==> config.mk <==
export PLATFORM = sky130hd
export DESIGN_NAME = sccb_cfg_seq
export DESIGN_NICKNAME = d
export VERILOG_FILES = /design/src/rtl/cam_cfg_pkg.sv /design/src/rtl/sccb_cfg_rom.sv /design/src/rtl/sccb_cfg_seq.sv
export SDC_FILE = /design/constraint.sdc
export NUM_CORES = 1
export LEC_CHECK = 0
export BUFFER_PORTS_ARGS = -buffer_cell sky130_fd_sc_hd__buf_2
export CAP_MARGIN = 20
export CORE_MARGIN = 2
export CORE_UTILIZATION = 39
export CTS_CLUSTER_DIAMETER = 150
export CTS_CLUSTER_SIZE = 8
export DETAILED_ROUTE_END_ITERATION = 10
export HOLD_SLACK_MARGIN = 0.15
export PLACE_DENSITY_LB_ADDON = 0.2
export SLEW_MARGIN = 20
export SYNTH_ARGS = -nofsm -noshare
export SYNTH_HDL_FRONTEND = slang
export SYNTH_SLANG_ARGS = --single-unit
==> constraint.sdc <==
create_clock -name I_CLK -period 3.08 [get_ports I_CLK]
set_clock_uncertainty 0.2 [all_clocks]
set_input_delay 0.77 -clock I_CLK [delete_from_list [all_inputs] [get_ports I_CLK]]
set_output_delay 0.77 -clock I_CLK [all_outputs]
set_load 0.005 [all_outputs]
==> src/rtl/cam_cfg_pkg.sv <==
// Shared definitions for the camera SCCB configuration sequencer.
package cam_cfg_pkg;

  typedef enum logic [2:0] {
    ST_IDLE,
    ST_PWR_WAIT,
    ST_FETCH,
    ST_ISSUE,
    ST_WAIT_DONE,
    ST_DELAY,
    ST_GAP,
    ST_FINISH
  } cfg_state_e;

  localparam logic [23:0] END_MARK = 24'hFFFFFF;
  localparam logic [15:0] DLY_TAG  = 16'hFFFE;
  localparam logic [7:0]  CAM_SID  = 8'h42;

  // One register write to the camera: {slave ID, reg addr, reg data}.
  function automatic logic [23:0] sccb_wr(input logic [7:0] addr, input logic [7:0] data);
    return {CAM_SID, addr, data};
  endfunction

  // Delay marker: pause for ms milliseconds before the next entry.
  function automatic logic [23:0] dly_ms(input logic [7:0] ms);
    return {DLY_TAG, ms};
  endfunction

endpackage

==> src/rtl/sccb_cfg_rom.sv <==
// Configuration table, synchronous read with one cycle of latency.
// TBL_SEL picks one of the built-in tables (0 = camera bring-up).
module sccb_cfg_rom
  import cam_cfg_pkg::*;
#(
  parameter int unsigned AW      = 6,
  parameter int unsigned TBL_SEL = 0
) (
  input  logic          clk_i,
  input  logic [AW-1:0] addr_i,
  output logic [23:0]   data_o
);

  logic [23:0] rd_q;

  function automatic logic [23:0] lookup(input logic [15:0] a);
    logic [23:0] e;
    e = END_MARK;
    case (TBL_SEL)
      1: begin
        case (a)
          16'd0:   e = sccb_wr(8'h12, 8'h80);
          16'd1:   e = sccb_wr(8'h11, 8'h01);
          default: e = END_MARK;
        endcase
      end
      2: begin
        case (a)
          16'd0:   e = sccb_wr(8'h12, 8'h80);
          16'd1:   e = dly_ms(8'd3);
          16'd2:   e = sccb_wr(8'h11, 8'h01);
          default: e = END_MARK;
        endcase
      end
      3: e = sccb_wr(8'h20 + a[7:0], ~a[7:0]);
      default: begin
        case (a)
          16'd0:   e = sccb_wr(8'h12, 8'h80);
          16'd1:   e = dly_ms(8'd10);
          16'd2:   e = sccb_wr(8'h12, 8'h04);
          16'd3:   e = sccb_wr(8'h40, 8'h10);
          16'd4:   e = sccb_wr(8'h8C, 8'h00);
          16'd5:   e = sccb_wr(8'h3A, 8'h04);
          16'd6:   e = sccb_wr(8'h11, 8'h01);
          default: e = END_MARK;
        endcase
      end
    endcase
    return e;
  endfunction

  // Registered table read.
  always_ff @(posedge clk_i) begin
    rd_q <= lookup(16'(addr_i));
  end

  assign data_o = rd_q;

endmodule

==> src/rtl/sccb_cfg_seq.sv <==
// Walks the configuration table after power-up wait, issuing SCCB writes
// and honouring in-table millisecond delay markers.
module sccb_cfg_seq
  import cam_cfg_pkg::*;
#(
  parameter int unsigned CYC_PER_MS  = 25000,
  parameter int unsigned PWR_WAIT_MS = 10,
  parameter int unsigned GAP_CYC     = 64,
  parameter int unsigned TBL_DEPTH   = 64,
  parameter int unsigned TBL_SEL     = 0,
  localparam int unsigned IW = (TBL_DEPTH > 1) ? $clog2(TBL_DEPTH) : 1
) (
  input  logic          I_CLK,
  input  logic          I_RST,
  input  logic          I_START,
  output logic [23:0]   O_DATA,
  output logic          O_VALID,
  input  logic          I_READY,
  input  logic          I_DONE,
  output logic          O_BUSY,
  output logic          O_CFG_DONE,
  output logic [IW-1:0] O_IDX
);

  localparam int unsigned CMAX = (CYC_PER_MS > GAP_CYC) ? CYC_PER_MS : GAP_CYC;
  localparam int unsigned CW   = $clog2(CMAX + 1);
  localparam int unsigned MW   = (PWR_WAIT_MS > 255) ? $clog2(PWR_WAIT_MS + 1) : 8;

  localparam logic [IW:0]   IDX_END  = (IW + 1)'(TBL_DEPTH);
  localparam logic [IW:0]   IDX_ONE  = (IW + 1)'(1);
  localparam logic [CW-1:0] CNT_ONE  = CW'(1);
  localparam logic [CW-1:0] MS_LAST  = CW'(CYC_PER_MS - 1);
  localparam logic [CW-1:0] GAP_LAST = CW'(GAP_CYC - 1);
  localparam logic [MW-1:0] MS_ONE   = MW'(1);

  cfg_state_e    state_q, state_d;
  logic [IW:0]   idx_q, idx_d;
  logic [CW-1:0] cnt_q, cnt_d;
  logic [MW-1:0] ms_q, ms_d, ms_tgt_q, ms_tgt_d;
  logic          fph_q, fph_d;
  logic [23:0]   data_q, data_d;
  logic          done_q, done_d;
  logic [23:0]   rom_data;
  logic          ms_tick, tmr_done;

  // Index carries one extra bit so reaching TBL_DEPTH is detectable.
  sccb_cfg_rom #(
    .AW      (IW),
    .TBL_SEL (TBL_SEL)
  ) u_rom (
    .clk_i  (I_CLK),
    .addr_i (idx_q[IW-1:0]),
    .data_o (rom_data)
  );

  assign ms_tick  = (cnt_q == MS_LAST);
  assign tmr_done = ms_tick && (ms_q == ms_tgt_q - MS_ONE);

  // State register.
  always_ff @(posedge I_CLK) begin
    if (I_RST) state_q <= ST_IDLE;
    else       state_q <= state_d;
  end

  // Datapath registers: index, timers, fetch phase, request data, done flag.
  always_ff @(posedge I_CLK) begin
    if (I_RST) begin
      idx_q    <= '0;
      cnt_q    <= '0;
      ms_q     <= '0;
      ms_tgt_q <= '0;
      fph_q    <= 1'b0;
      data_q   <= '0;
      done_q   <= 1'b0;
    end else begin
      idx_q    <= idx_d;
      cnt_q    <= cnt_d;
      ms_q     <= ms_d;
      ms_tgt_q <= ms_tgt_d;
      fph_q    <= fph_d;
      data_q   <= data_d;
      done_q   <= done_d;
    end
  end

  // Next-state and datapath update. FETCH spans two cycles: the first
  // presents the address, the second decodes the registered table word.
  always_comb begin
    state_d  = state_q;
    idx_d    = idx_q;
    cnt_d    = cnt_q;
    ms_d     = ms_q;
    ms_tgt_d = ms_tgt_q;
    fph_d    = fph_q;
    data_d   = data_q;
    done_d   = done_q;
    case (state_q)
      ST_PWR_WAIT, ST_DELAY: begin
        if (ms_tick) begin
          cnt_d = '0;
          ms_d  = ms_q + MS_ONE;
        end else begin
          cnt_d = cnt_q + CNT_ONE;
        end
        if (tmr_done) begin
          state_d = ST_FETCH;
          cnt_d   = '0;
          ms_d    = '0;
          fph_d   = 1'b0;
          if (state_q == ST_DELAY) idx_d = idx_q + IDX_ONE;
        end
      end
      ST_FETCH: begin
        if (!fph_q) begin
          if (idx_q == IDX_END) begin
            state_d = ST_FINISH;
            done_d  = 1'b1;
          end else begin
            fph_d = 1'b1;
          end
        end else begin
          fph_d = 1'b0;
          if (rom_data == END_MARK) begin
            state_d = ST_FINISH;
            done_d  = 1'b1;
          end else if (rom_data[23:8] == DLY_TAG) begin
            if (rom_data[7:0] == '0) begin
              idx_d = idx_q + IDX_ONE;
            end else begin
              state_d  = ST_DELAY;
              ms_tgt_d = MW'(rom_data[7:0]);
              cnt_d    = '0;
              ms_d     = '0;
            end
          end else begin
            state_d = ST_ISSUE;
            data_d  = rom_data;
          end
        end
      end
      ST_ISSUE: begin
        if (I_READY) state_d = ST_WAIT_DONE;
      end
      ST_WAIT_DONE: begin
        if (I_DONE) begin
          if (GAP_CYC == 0) begin
            state_d = ST_FETCH;
            idx_d   = idx_q + IDX_ONE;
          end else begin
            state_d = ST_GAP;
            cnt_d   = '0;
          end
        end
      end
      ST_GAP: begin
        if (cnt_q == GAP_LAST) begin
          state_d = ST_FETCH;
          cnt_d   = '0;
          idx_d   = idx_q + IDX_ONE;
        end else begin
          cnt_d = cnt_q + CNT_ONE;
        end
      end
      ST_FINISH: state_d = ST_IDLE;
      default: ;
    endcase
    // Start/restart only where no SCCB transaction can be in flight.
    if (I_START && (state_q inside {ST_IDLE, ST_PWR_WAIT, ST_DELAY, ST_GAP})) begin
      state_d  = (PWR_WAIT_MS == 0) ? ST_FETCH : ST_PWR_WAIT;
      idx_d    = '0;
      cnt_d    = '0;
      ms_d     = '0;
      ms_tgt_d = MW'(PWR_WAIT_MS);
      fph_d    = 1'b0;
      done_d   = 1'b0;
    end
  end

  // Outputs decoded from state.
  always_comb begin
    O_VALID = (state_q == ST_ISSUE);
    O_BUSY  = (state_q != ST_IDLE);
  end

  assign O_DATA     = data_q;
  assign O_CFG_DONE = done_q;
  assign O_IDX      = idx_q[IW-1:0];

endmodule
==> impl_metrics.yaml <==
setup_path:
  slowest_delay_ns: 0.57
  cpMaxStageDelayCell: "dfxtp_1"
  cp-end-kind: "output pin"
  critPathMaxFanout: 12
  critPathLaunchType: "flop"
  r2r_end: "state_q[0]"
  worst_path_dominant_cell_family: "flip-flops"
  cp.buffers_inverters: 2
  worstPathCellList: "inv_1 -> nor3_1 -> buf_2"
  cp.required_ns: 2.11
  r2r_slack_ns: 0.39
  worst-setup-path-type: "flop to output pin"
  critPathArrivalTime_ns: 1.74
  reg2reg_depth: 8
  r2r-start: "ms_tgt_q[1]"
clocking:
  cts_root_buf: "clkbuf_8"
  clockBufferDepth: 2
  cts_buffers: 9
  insertion_delay_ns: 0.35
  clock_sinks: 66
  clkTransAtPathRegs_ns: 0.07
  cts_resized: 0
  cts_tree: "yes"
  postCtsSetupRepairBufs: 0
  cts_max_level: 3
  hold_buffers: 0
global_route:
  grt_max_degree: 18
  antenna_found_initial: 0
  use_met2_pct: 27.60
  use_met3_pct: 3.760
  track_usage_pct: 17.21
  gr-total-overflow: 0
  gr-usage-met1_pct: 22.76
  grt_pass1_wl_um: 13870
  grt_pass1_vias: 2861
  busiest_layer: "met2"
yosys:
  syn_avg_cell_area_um2: 8.401
  yosys-top-cells-area: "dfxtp_1 (37%), mux2i_1 (6.1%), nand2_1 (4.4%), nor2_1 (4.0%), buf_4 (3.8%)"
  synth_cell_types: 56
  syn_area_um2: 3587
  yosys.area.top_type: "dfxtp_1"
  syn-num-nets: 439
  async_flop_share_pct: 0
  synthFlopType: "dfxtp_1"
  yosysTopAreaCellShare_pct: 36.83
  synth_seq_area_share_pct: 36.83
  synth_cells: 427
  synth_warnings: 0
  synth_edf_count: 0
  ys_ff_latch: 66
floorplanning:
  pin_count: 38
  die_w_um: 99.91
  core_area_um2: 8806
  rows: 34
  start_util_pct: 40.74
  die_y_um: 99.91
  die-area_um2: 9981
sta:
  fmax_mhz: 369.0
  worst_pin_slew_ns: 0.6334
  setup_slack_ns: 0.3703
  layout_min_cycle_time_ns: 2.710
  drv_slew: 0
  rsz0062_at_grt: "false"
  fin_crit_sh_pct: 87.98
  finalHoldViolCount: 0
  hold_ws_ns: 0.2839
  final.setup.tns_ns: 0
  finalSetupViolCount: 0
  relSlewSlack_pct: 57.65
detailed_routing:
  avgRoutedWirePerCell_um: 14.79
  viasPerCell: 5.502
  drt_iter0_drc: 144
  drc_errors: 0
  routed_wl_um: 8253
  final_antenna_net_count: 0
  first_pass_iters: 4
  num_vias: 3070
final_layout:
  drive_gt1_share_pct: 16.67
  syn_to_final_growth_pct: 10.12
  fin_cells: 558
  final_nets: 457
  final_area_um2: 3950
  antenna_cells: 0
  n_fill_cell: 901
  fin_util_pct: 44.86
placed_design:
  place_inst: 542
  io_buffer_count: 37
  place.gp.congestion: 0.7895
  place_area_um2: 3742
  place_ws_ns: 0.4369
  hpwl_um: 5945
pwr:
  leakage_nw: 1.594
  ir_drop_mv: 0.2404
  power.density_nw_per_um2: 429.4
  p_total_mw: 1.696
min_path:
  hold_start: "cnt_q[1]"
  hold_depth: 2
  worstHoldPathType: "flop to flop"
  min_to: "cnt_q[1]"
outcome:
  status: "completed"
flow_run:
  maxCapViolCount: 0
## sequential cells by signal, indices dropped and copies added (netlist names)
name,flops
cnt_q,15
ms_q,8
O_CFG_DONE,1
u_rom.data_o,12
fph_q,1
idx_q,7
O_DATA,13
state_q,3
ms_tgt_q,6
## cell type report
type | instances | area, um2 | area share [%]
Multi-Input combinational cell | 312 | 1999 | 50.62
Sequential cell | 66 | 1321 | 33.45
Timing Repair Buffer | 45 | 245.2 | 6.208
Clock buffer | 10 | 137.6 | 3.484
Tap cell | 108 | 135.1 | 3.421
Clock inverter | 6 | 70.07 | 1.774
Inverter | 11 | 41.29 | 1.045
## logic make-up (layout without fill, tap and decap cells)
group,Yosys count,in the layout,synth area share (%)
compound gates,71,71,13.25
xor+xnor,19,19,4.639
fa+ha+maj,7,7,2.441
buf+inv,49,72,7.429
flops,66,66,36.83
mux,22,22,6.139
simple gates,193,193,29.26
## placed cells by master (no fill, tap or decap), drive strengths merged, types with 6 or more instances in the layout
master and count:
nand4 15, a21oi 20, inv 14, a31oi 11
xor2 15, dfxtp 66, ha 7, nand3 23
buf 45, clkbuf 10, nor2 38, and3 11
nand2 42, nand2b 9, or3 8, o211ai 6
mux2i 22, o21ai 19, nor3 12
## worst min-delay path: cells and delay by family, from the launching register on
| family | cells | cell delay, ns |
|---|---|---|
| flops | 1 | 0.32 |
| compound gates | 1 | 0.06 |
| simple gates | 1 | 0.06 |
## worst max-delay path by stage
stage,startpoint,slack (ns),cells after the start,endpoint
2_1_floorplan,ms_tgt_q[1],0.75,9,ms_q[2]
3_3_place_gp,ms_tgt_q[1],0.53,8,state_q[0]
3_5_place_dp,ms_tgt_q[1],0.44,8,state_q[0]
4_1_cts,state_q[1],0.37,3,O_VALID
5_1_grt,ms_tgt_q[1],0.19,8,state_q[0]
6_report,state_q[1],0.37,3,O_VALID
## routing by layer
metal,vias to the layer above,part of all wire [%]
li1,1540,-
met1,1470,49
met2,47,47
met3,13,3.2
met4,0,1.6
met5,-,0
## where the power goes
group	leakage [nW]	switching [mW]	internal, mW
clock	0.108	0.367	0.404
combinational	0.954	0.0408	0.0226
sequential	0.532	0.00603	0.855
total	1.59	0.414	1.28
## synthesized netlist by cell type (8+ instances only)
cell type / number
nand4_1: 15
dfxtp_1: 66
nand2b_1: 9
clkbuf_1: 12
nand2_1: 42
a31oi_1: 11
nor3_1: 12
a21oi_1: 19
inv_1: 11
o21ai_0: 12
and3_1: 11
buf_4: 18
mux2i_1: 22
nor2_1: 38
xor2_1: 15
nand3_1: 23
or3_1: 8
Power figures use the tool's default switching activity.
